<file path="src/rtl/lock_pkg.sv">
// Shared types and constants for the serial password lock.
//   lock_state_t : controller FSM states
//   DIGIT_W      : keypad digit width
//   DIGITS       : digits per password
//   ADMIN_CODE   : master code, used only when LOCK_ADMIN_CODE_EN is defined
package lock_pkg;

  localparam int unsigned DIGIT_W = 4;
  localparam int unsigned DIGITS  = 4;

  typedef logic [DIGIT_W-1:0] digit_t;

  localparam digit_t ADMIN_CODE [DIGITS] = '{4'h9, 4'h9, 4'h9, 4'h9};

  typedef enum logic [2:0] {
    StSet,
    StIdle,
    StCheck,
    StOpen,
    StAlarm
  } lock_state_t;

endpackage

</file>
<file path="src/rtl/attempt_counter.sv">
// Saturating 2-bit failed-attempt counter.
//   CLK, RST : clock, asynchronous active-high reset
//   inc      : count one failed attempt (saturates at 3)
//   clear    : return to zero, wins over inc
//   count    : current number of failed attempts
//   limit    : one more increment would make count reach MAX_FAILS
module attempt_counter #(
  parameter int unsigned MAX_FAILS = 3
) (
  input  logic       CLK,
  input  logic       RST,
  input  logic       inc,
  input  logic       clear,
  output logic [1:0] count,
  output logic       limit
);

  logic [1:0] count_q;
  logic [1:0] count_inc;

  assign count_inc = (count_q == 2'd3) ? 2'd3 : count_q + 2'd1;

  // Looks ahead at the incremented value so the FSM can pick ALARM on the failing digit itself.
  assign limit = (32'(count_inc) >= MAX_FAILS);
  assign count = count_q;

  always_ff @(posedge CLK or posedge RST) begin
    if (RST) begin
      count_q <= 2'd0;
    end else if (clear) begin
      count_q <= 2'd0;
    end else if (inc) begin
      count_q <= count_inc;
    end
  end

endmodule

</file>
<file path="src/rtl/lock_controller.sv">
// Control FSM for the serial password lock. Programs a 4-digit password into the external
// 4x4-bit store, checks entered passwords against it, tracks failures and latches an alarm.
// Optional feature macro: LOCK_ADMIN_CODE_EN (admin code 9999 opens from IDLE/CHECK and
// clears ALARM).
//   CLK, RST   : clock, asynchronous active-high reset
//   digitIn    : keypad digit, qualified by the one-cycle strobe digitValid
//   cmdSet     : request password change (OPEN only)
//   cmdLock    : relock request (OPEN only, wins over cmdSet)
//   storeAddr  : store address, always the current digit index
//   storeWrite : store write enable (SET only)
//   storeWData : store write data
//   storeRData : store read data, combinational from storeAddr
//   unlocked, alarm, setting : registered state decodes
//   failCount  : failed attempts since last success
module lock_controller
  import lock_pkg::*;
#(
  parameter int unsigned MAX_FAILS = 3
) (
  input  logic               CLK,
  input  logic               RST,
  input  logic [DIGIT_W-1:0] digitIn,
  input  logic               digitValid,
  input  logic               cmdSet,
  input  logic               cmdLock,
  output logic [1:0]         storeAddr,
  output logic               storeWrite,
  output logic [DIGIT_W-1:0] storeWData,
  input  logic [DIGIT_W-1:0] storeRData,
  output logic               unlocked,
  output logic               alarm,
  output logic               setting,
  output logic [1:0]         failCount
);

  lock_state_t state_q, state_d;
  logic [1:0]  idx_q, idx_d;
  logic        mismatch_q, mismatch_d;
  logic        unlocked_q, alarm_q, setting_q;
  logic        fail_inc, fail_clr, fail_limit;
  logic        digit_ne;
  logic        pass;

  assign digit_ne = (digitIn != storeRData);

`ifdef LOCK_ADMIN_CODE_EN
  logic admin_mis_q, admin_mis_d;
  logic admin_ne;
  assign admin_ne = (digitIn != ADMIN_CODE[idx_q]);
  assign pass     = !(mismatch_q | digit_ne) || !(admin_mis_q | admin_ne);
`else
  assign pass     = !(mismatch_q | digit_ne);
`endif

  attempt_counter #(
    .MAX_FAILS(MAX_FAILS)
  ) u_attempt_counter (
    .CLK  (CLK),
    .RST  (RST),
    .inc  (fail_inc),
    .clear(fail_clr),
    .count(failCount),
    .limit(fail_limit)
  );

  always_comb begin
    state_d    = state_q;
    idx_d      = idx_q;
    mismatch_d = mismatch_q;
    fail_inc   = 1'b0;
    fail_clr   = 1'b0;
`ifdef LOCK_ADMIN_CODE_EN
    admin_mis_d = admin_mis_q;
`endif
    unique case (state_q)
      StSet: begin
        if (digitValid) begin
          idx_d = idx_q + 2'd1;
          if (idx_q == 2'd3) state_d = StIdle;
        end
      end
      StIdle: begin
        if (digitValid) begin
          mismatch_d = digit_ne;
`ifdef LOCK_ADMIN_CODE_EN
          admin_mis_d = admin_ne;
`endif
          idx_d      = 2'd1;
          state_d    = StCheck;
        end
      end
      StCheck: begin
        if (digitValid) begin
          idx_d = idx_q + 2'd1;
          if (idx_q == 2'd3) begin
            if (pass) begin
              fail_clr = 1'b1;
              state_d  = StOpen;
            end else begin
              fail_inc = 1'b1;
              state_d  = fail_limit ? StAlarm : StIdle;
            end
          end else begin
            mismatch_d = mismatch_q | digit_ne;
`ifdef LOCK_ADMIN_CODE_EN
            admin_mis_d = admin_mis_q | admin_ne;
`endif
          end
        end
      end
      StOpen: begin
        if (cmdLock) begin
          state_d = StIdle;
          idx_d   = 2'd0;
        end else if (cmdSet) begin
          state_d = StSet;
          idx_d   = 2'd0;
        end
      end
      StAlarm: begin
`ifdef LOCK_ADMIN_CODE_EN
        if (digitValid) begin
          idx_d       = idx_q + 2'd1;
          // First digit of each group restarts the accumulated mismatch.
          admin_mis_d = ((idx_q == 2'd0) ? 1'b0 : admin_mis_q) | admin_ne;
          if ((idx_q == 2'd3) && !(admin_mis_q | admin_ne)) begin
            fail_clr = 1'b1;
            state_d  = StIdle;
          end
        end
`endif
      end
      default: begin
        state_d = StSet;
        idx_d   = 2'd0;
      end
    endcase
  end

  always_ff @(posedge CLK or posedge RST) begin
    if (RST) begin
      state_q    <= StSet;
      idx_q      <= 2'd0;
      mismatch_q <= 1'b0;
      unlocked_q <= 1'b0;
      alarm_q    <= 1'b0;
      setting_q  <= 1'b1;
`ifdef LOCK_ADMIN_CODE_EN
      admin_mis_q <= 1'b0;
`endif
    end else begin
      state_q    <= state_d;
      idx_q      <= idx_d;
      mismatch_q <= mismatch_d;
      unlocked_q <= (state_d == StOpen);
      alarm_q    <= (state_d == StAlarm);
      setting_q  <= (state_d == StSet);
`ifdef LOCK_ADMIN_CODE_EN
      admin_mis_q <= admin_mis_d;
`endif
    end
  end

  assign storeAddr  = idx_q;
  assign storeWrite = (state_q == StSet) && digitValid;
  assign storeWData = storeWrite ? digitIn : '0;
  assign unlocked   = unlocked_q;
  assign alarm      = alarm_q;
  assign setting    = setting_q;

endmodule

</file>
<file path="config.mk">
export PLATFORM = sky130hd
export DESIGN_NAME = lock_controller
export DESIGN_NICKNAME = d
export VERILOG_FILES = /design/src/rtl/lock_pkg.sv /design/src/rtl/attempt_counter.sv /design/src/rtl/lock_controller.sv
export SDC_FILE = /design/constraint.sdc
export NUM_CORES = 1
export LEC_CHECK = 0
export BUFFER_PORTS_ARGS = -buffer_cell sky130_fd_sc_hd__buf_4
export CAP_MARGIN = 20
export CELL_PAD_IN_SITES_DETAIL_PLACEMENT = 1
export CELL_PAD_IN_SITES_GLOBAL_PLACEMENT = 1
export CORE_UTILIZATION = 35
export DETAILED_ROUTE_END_ITERATION = 6
export PLACE_DENSITY_LB_ADDON = 0.1
export REMOVE_ABC_BUFFERS = 1
export SYNTH_ARGS = -nofsm -noshare
export SYNTH_HDL_FRONTEND = slang
export SYNTH_HIERARCHICAL = 1
export SYNTH_SLANG_ARGS = --single-unit
export TNS_END_PERCENT = 5
</file>
<file path="constraint.sdc">
create_clock -name CLK -period 1.88 [get_ports CLK]
set_clock_uncertainty 0.1 [all_clocks]
set_input_delay 0.376 -clock CLK [delete_from_list [all_inputs] [get_ports CLK]]
set_output_delay 0.376 -clock CLK [all_outputs]
set_load 0.02 [all_outputs]
</file>
---- Yosys cells after proc, flatten, opt, wreduce, memory -nomap -nowiden ----
Cells that the tools add are included.
storage, ports and cells
  RAM bits ................................ 0
  memories ................................ 0
  bits in registers ....................... 11
  memory bits (read-only) ................. 0
  bits in latches ......................... 0
  bits of input ports ..................... 13
operators by class
  shift-type cells ........................ 0
  div/mod/pow operators ................... 0
  add/subtract/negate cells ............... 2
  equality and inequality tests ........... 14
  $mul .................................... 0
  order comparisons ....................... 1
  multiplexer cells ....................... 31
  reductions and logical operators ........ 8
  bitwise operators ....................... 2
operator list
  operator             count
  $mux 3               9
  $pmux 3 s5           1
  $mux 2               7
  $mux 1               11
  $eq 3x2->1 const B   3
  $pmux 2 s4           1
  $reduce_and 4->1     2
  $eq 3x3->1 const B   2
  $logic_not 3->1      2
  $ne 2x2->1 const B   3
  $add 2x1->2 const B  2
  $eq 2x2->1 const B   2
  $mux 4               1
  $ne 4x4->1           1
  $reduce_bool 2->1    2
  $eq 3x1->1 const B   1
  $ne 3x3->1 const B   1
  $ge 2x2->1 const B   1
  $ne 2x1->1 const B   1
  $pmux 1 s2           1
  $reduce_or 2->1      1
  $logic_and 1x1->1    1
  $not 1->1            1
  $or 1x1->1           1

---- Longest topological paths before layout ----
  word-level depth ........................ 9
  mapped depth ............................ 6
  gate-level depth less buffers ........... 6

---- Hierarchy ----
Netlist, hierarchy kept.
modules (own cells, without submodules)
  module           instances  area an instance (um2)  cells an instance  seq. area each (um2)
  lock_controller  1          623.1                   69                 226.5
  attempt_counter  1          88.8                    9                  50.0

---- Worst setup path after synthesis ----
No wires, ideal clock.
  kind .................................... reg2out
  start point ............................. register state_q[1]
  end point ............................... output storeWData[0]
  path buffers ............................ 1
  data arrival time ....................... 1.456 ns
  setup slack ............................. -0.052 ns
  stages on the path, launching flop included .. 6
  cells stage by stage .................... dfrtp_1 > clkbuf_1 > nor2_1 > nand2_1 > nor2_1 > and2_1
on the way
  word-level cells in the longest chain between the ends .. 3
ends and longest elaborated chain
  what                      line                    RTL
  start: declaration        lock_controller.sv:36   lock_state_t state_q, state_d;
  start signal: assignment  lock_controller.sv:142  state_q <= StSet;
  start signal: assignment  lock_controller.sv:152  state_q <= state_d;
  $logic_not 3->1           lock_controller.sv:165  assign storeWrite = (state_q == StSet) && digitValid;
  $logic_and 1x1->1         lock_controller.sv:165
  via storeWrite            lock_controller.sv:27   output logic storeWrite,
  $mux 4                    lock_controller.sv:166  assign storeWData = storeWrite ? digitIn : '0;
  end: declaration          lock_controller.sv:28   output logic [DIGIT_W-1:0] storeWData,
The timed path passes the listed nets, and every way through them passes these cells.

---- Worst setup path in the final report ----
  start point ............................. register state_q[1]
  end point ............................... output storeWData[1]
on the way
  word-level cells in the longest chain between the ends .. 3
ends and longest elaborated chain
  what               line
  $logic_not 3->1    lock_controller.sv:165
  $logic_and 1x1->1  lock_controller.sv:165
  $mux 4             lock_controller.sv:166
No other way between the ends.

==> flow_metrics.tcl <==
set metrics [dict create \
    synth_top_area_share_pct 35.15 \
    vias_per_cell 5.218 \
    p_seq_share_pct 28.2 \
    clkPwrFrac_pct 12.3 \
    p_switching_w 0.0006217 \
    path_class "register to output port" \
    wirelength_um 2056 \
    slew_headroom_pct 73.73 \
    stdcell_count 133 \
    cts_max_path_buffers 2 \
    final_cell_mix "buf_4 (30), dfrtp_1 (10), inv_1 (5), o21ai_0 (5), nor2_1 (5)" \
    grt_overflow_total 0 \
    min-delay-path-class "input pin to asynchronous set/reset pin" \
    post-route-min-period_ns 1.823 \
    crit_start "state_q[1]$_DFF_PP0_" \
    die_x_um 47.10 \
    antenna_found_initial 0 \
    drc_errors 0 \
    slowest_delay_ns 0.39 \
    syn_avg_cell_area_um2 9.127 \
    setup.worst_path.start_class "register" \
    fmax_ghz 0.5484 \
    dp_hpwl_um 1581 \
    first_iter_violations 8 \
    drv_cap 0 \
    worstMarginPinSlew_ns 0.3888 \
    post-place-ws_ns 0.06232 \
    die_h_um 47.10 \
    htreeDepth 1 \
    critPathSlowestCell "dfrtp_1" \
    synth_edf_count 0 \
    pwr-share-comb_pct 59.6 \
    holdWs_ns 0.4013 \
    yosysUniqueCellTypes 34 \
    multiInputGateArea_um2 410.4 \
    powerDensity_nw_per_um2 1445 \
    outcome "complete, no violations" \
    cts_tree "done" \
    gp_congestion 0.7905 \
    insertion_delay_ns 0.29 \
    fp.coreArea_um2 1821 \
    vdd_drop_max_v 0.0008833 \
    drt-pass1-iter-count 4 \
    clkSinkCount 11 \
    root_buffer "clkbuf_4" \
    grt_pass1_wl_um 3236 \
    mostFrequentLayoutCell "buf_4" \
    synth_area_um2 711.9 \
    synth-seq-cells 11 \
    regArea_um2 276.5 \
    ys.flop_type "dfrtp_1" \
    placed_cells 127 \
    reg2reg_depth 6 \
    grt_util_all_layers_pct 22.18 \
    dieArea_um2 2218 \
    antennaDiodeCount 0 \
    period_share_pct 96.99 \
    ys_async_sr_fraction_pct 100.0 \
    synthTopCellsByArea "dfrtp_1 (35%), xnor2_1 (4.9%), and2_1 (4.4%)" \
    p_leak_nw 0.4809 \
    path_cells "nor2_2 > nand2_2 > nor2_4 > and2_1 > buf_4" \
    synthCells 78 \
    p_int_w 0.0008208 \
    crit_fanout 5 \
    slew_viol_final 0 \
    rows 15 \
    drive_gt1_share_pct 37.96 \
    reg2reg_to "u_attempt_counter/count[1]$_DFFE_PP0P_" \
    vias 694 \
    reg2reg_slack_ns 0.15 \
    wl_per_cell_um 15.46 \
    ant_nets 0 \
    setup_viol 0 \
    required_ns 1.40 \
    port_buffers 24 \
    p_sw_share_pct 43.10 \
    synth-warning-count 6 \
    worst_setup_path_end_kind "output port" \
    grt_start_max_net_pins 17 \
    hold_viol 0 \
    crit_end "storeWData[1]" \
    area_growth_syn_to_layout_pct 40.25 \
    start_util_pct 39.11 \
    path_clk_slew_ns 0.08 \
    grt_pass1_vias 732 \
    fin_ws_ns 0.05656 \
    ys_seq_area_share_pct 38.84 \
    final_util_pct 54.85 \
    r2r_start "state_q[2]$_DFF_PP0_" \
    io_pins 25 \
    crit_arrival_ns 1.35 \
    synth_top_cell_by_area "dfrtp_1" \
    cts_buffers 3 \
    nNetsFinal 123 \
    fill_cells 227 \
]
-- worst max-delay path: cells and delay by family (launching register included) --
family	cells	cell delay, ns
and+or+nand+nor	4	0.53
buffers and inverters	1	0.14
DFF	1	0.39
-- metrics by stage --
step | setup TNS, ns | total power (W) | area, um2
floorplan | -0.009265 | 0.0008744 | 690.7
global placement | 0 | 0.001178 | 939.7
detailed placement | 0 | 0.001217 | 939.7
CTS | 0 | 0.001410 | 985.9
global route | -0.03129 | 0.001530 | 998.5
finish | 0 | 0.001442 | 998.5
-- per-layer routing --
metal  up-vias  wire length, um  track usage [%]
met1       334              795            21.51
met5         -                0                0
met4         0               60            12.57
met3         7               76            5.769
met2        18             1123            41.94
li1        335                -                -
-- cell families (layout without fill, tap and decap cells) --
family | after synthesis | in the layout | synth area share, %
muxes | 2 | 2 | 3.163
buffers and inverters | 10 | 40 | 5.624
AOI/OAI and AO/OA | 18 | 18 | 17.75
DFF | 11 | 11 | 38.84
adders and majority gates | 1 | 1 | 1.757
xor gates and xnor gates | 4 | 4 | 4.920
and+or+nand+nor | 32 | 32 | 27.95
-- power by group through the flow --
stage | combinational [W] | clock (W) | sequential, W
CTS | 0.000825 | 0.000177 | 0.000408
detailed placement | 0.000808 | 0 | 0.000409
global placement | 0.000776 | 0 | 0.000402
global route | 0.000920 | 0.000190 | 0.000420
floorplan | 0.000365 | 0 | 0.000509
finish | 0.000860 | 0.000177 | 0.000406
-- flip-flops by register name (all words and copies together) (netlist names) --
name / flops
alarm: 1
state_q: 3
unlocked: 1
u_attempt_counter/count: 2
storeAddr: 2
setting: 1
mismatch_q: 1
-- cells in the mapped netlist, types with 2 or more instances --
master    count
dfrtp_1      10
nor2_1        7
and2_1        5
inv_1         5
o21ai_0       5
nand2_1       4
xnor2_1       4
a21oi_1       3
clkbuf_1      3
a21o_1        2
and3b_1       2
buf_2         2
nand2b_1      2
nor3b_1       2
nor4bb_1      2
o31ai_1       2
-- final cells by class --
class	count	area share (%)
Clock buffer	4	2.632
Inverter	5	1.880
Multi-Input combinational cell	57	41.10
Sequential cell	11	27.69
Tap cell	25	3.133
Timing Repair Buffer	31	23.56
-- timing repair --
action                                  4_1_cts  5_1_grt
setup buffers                                 0        1
endpoints found under the setup margin        5        4
hold buffers                                  1        0
pin swaps                                     0        1
gates resized for setup                       3        2
hold endpoints to repair                     10        0
cloned                                        0        0
-- how the worst min path moves through the flow --
| stage | slack, ns | from | end |
|---|---|---|---|
| finish | 0.40 | RST | u_attempt_counter/count[1]$_DFFE_PP0P_ |
| CTS | 0.40 | RST | u_attempt_counter/count[1]$_DFFE_PP0P_ |
| floorplan | 0.02 | RST | u_attempt_counter/count[0]$_DFFE_PP0P_ |
| global route | 0.43 | RST | u_attempt_counter/count[1]$_DFFE_PP0P_ |
| global placement | 0.14 | RST | u_attempt_counter/count[1]$_DFFE_PP0P_ |
| detailed placement | 0.15 | RST | u_attempt_counter/count[1]$_DFFE_PP0P_ |
No activity file was read; power rests on OpenSTA's default activity.
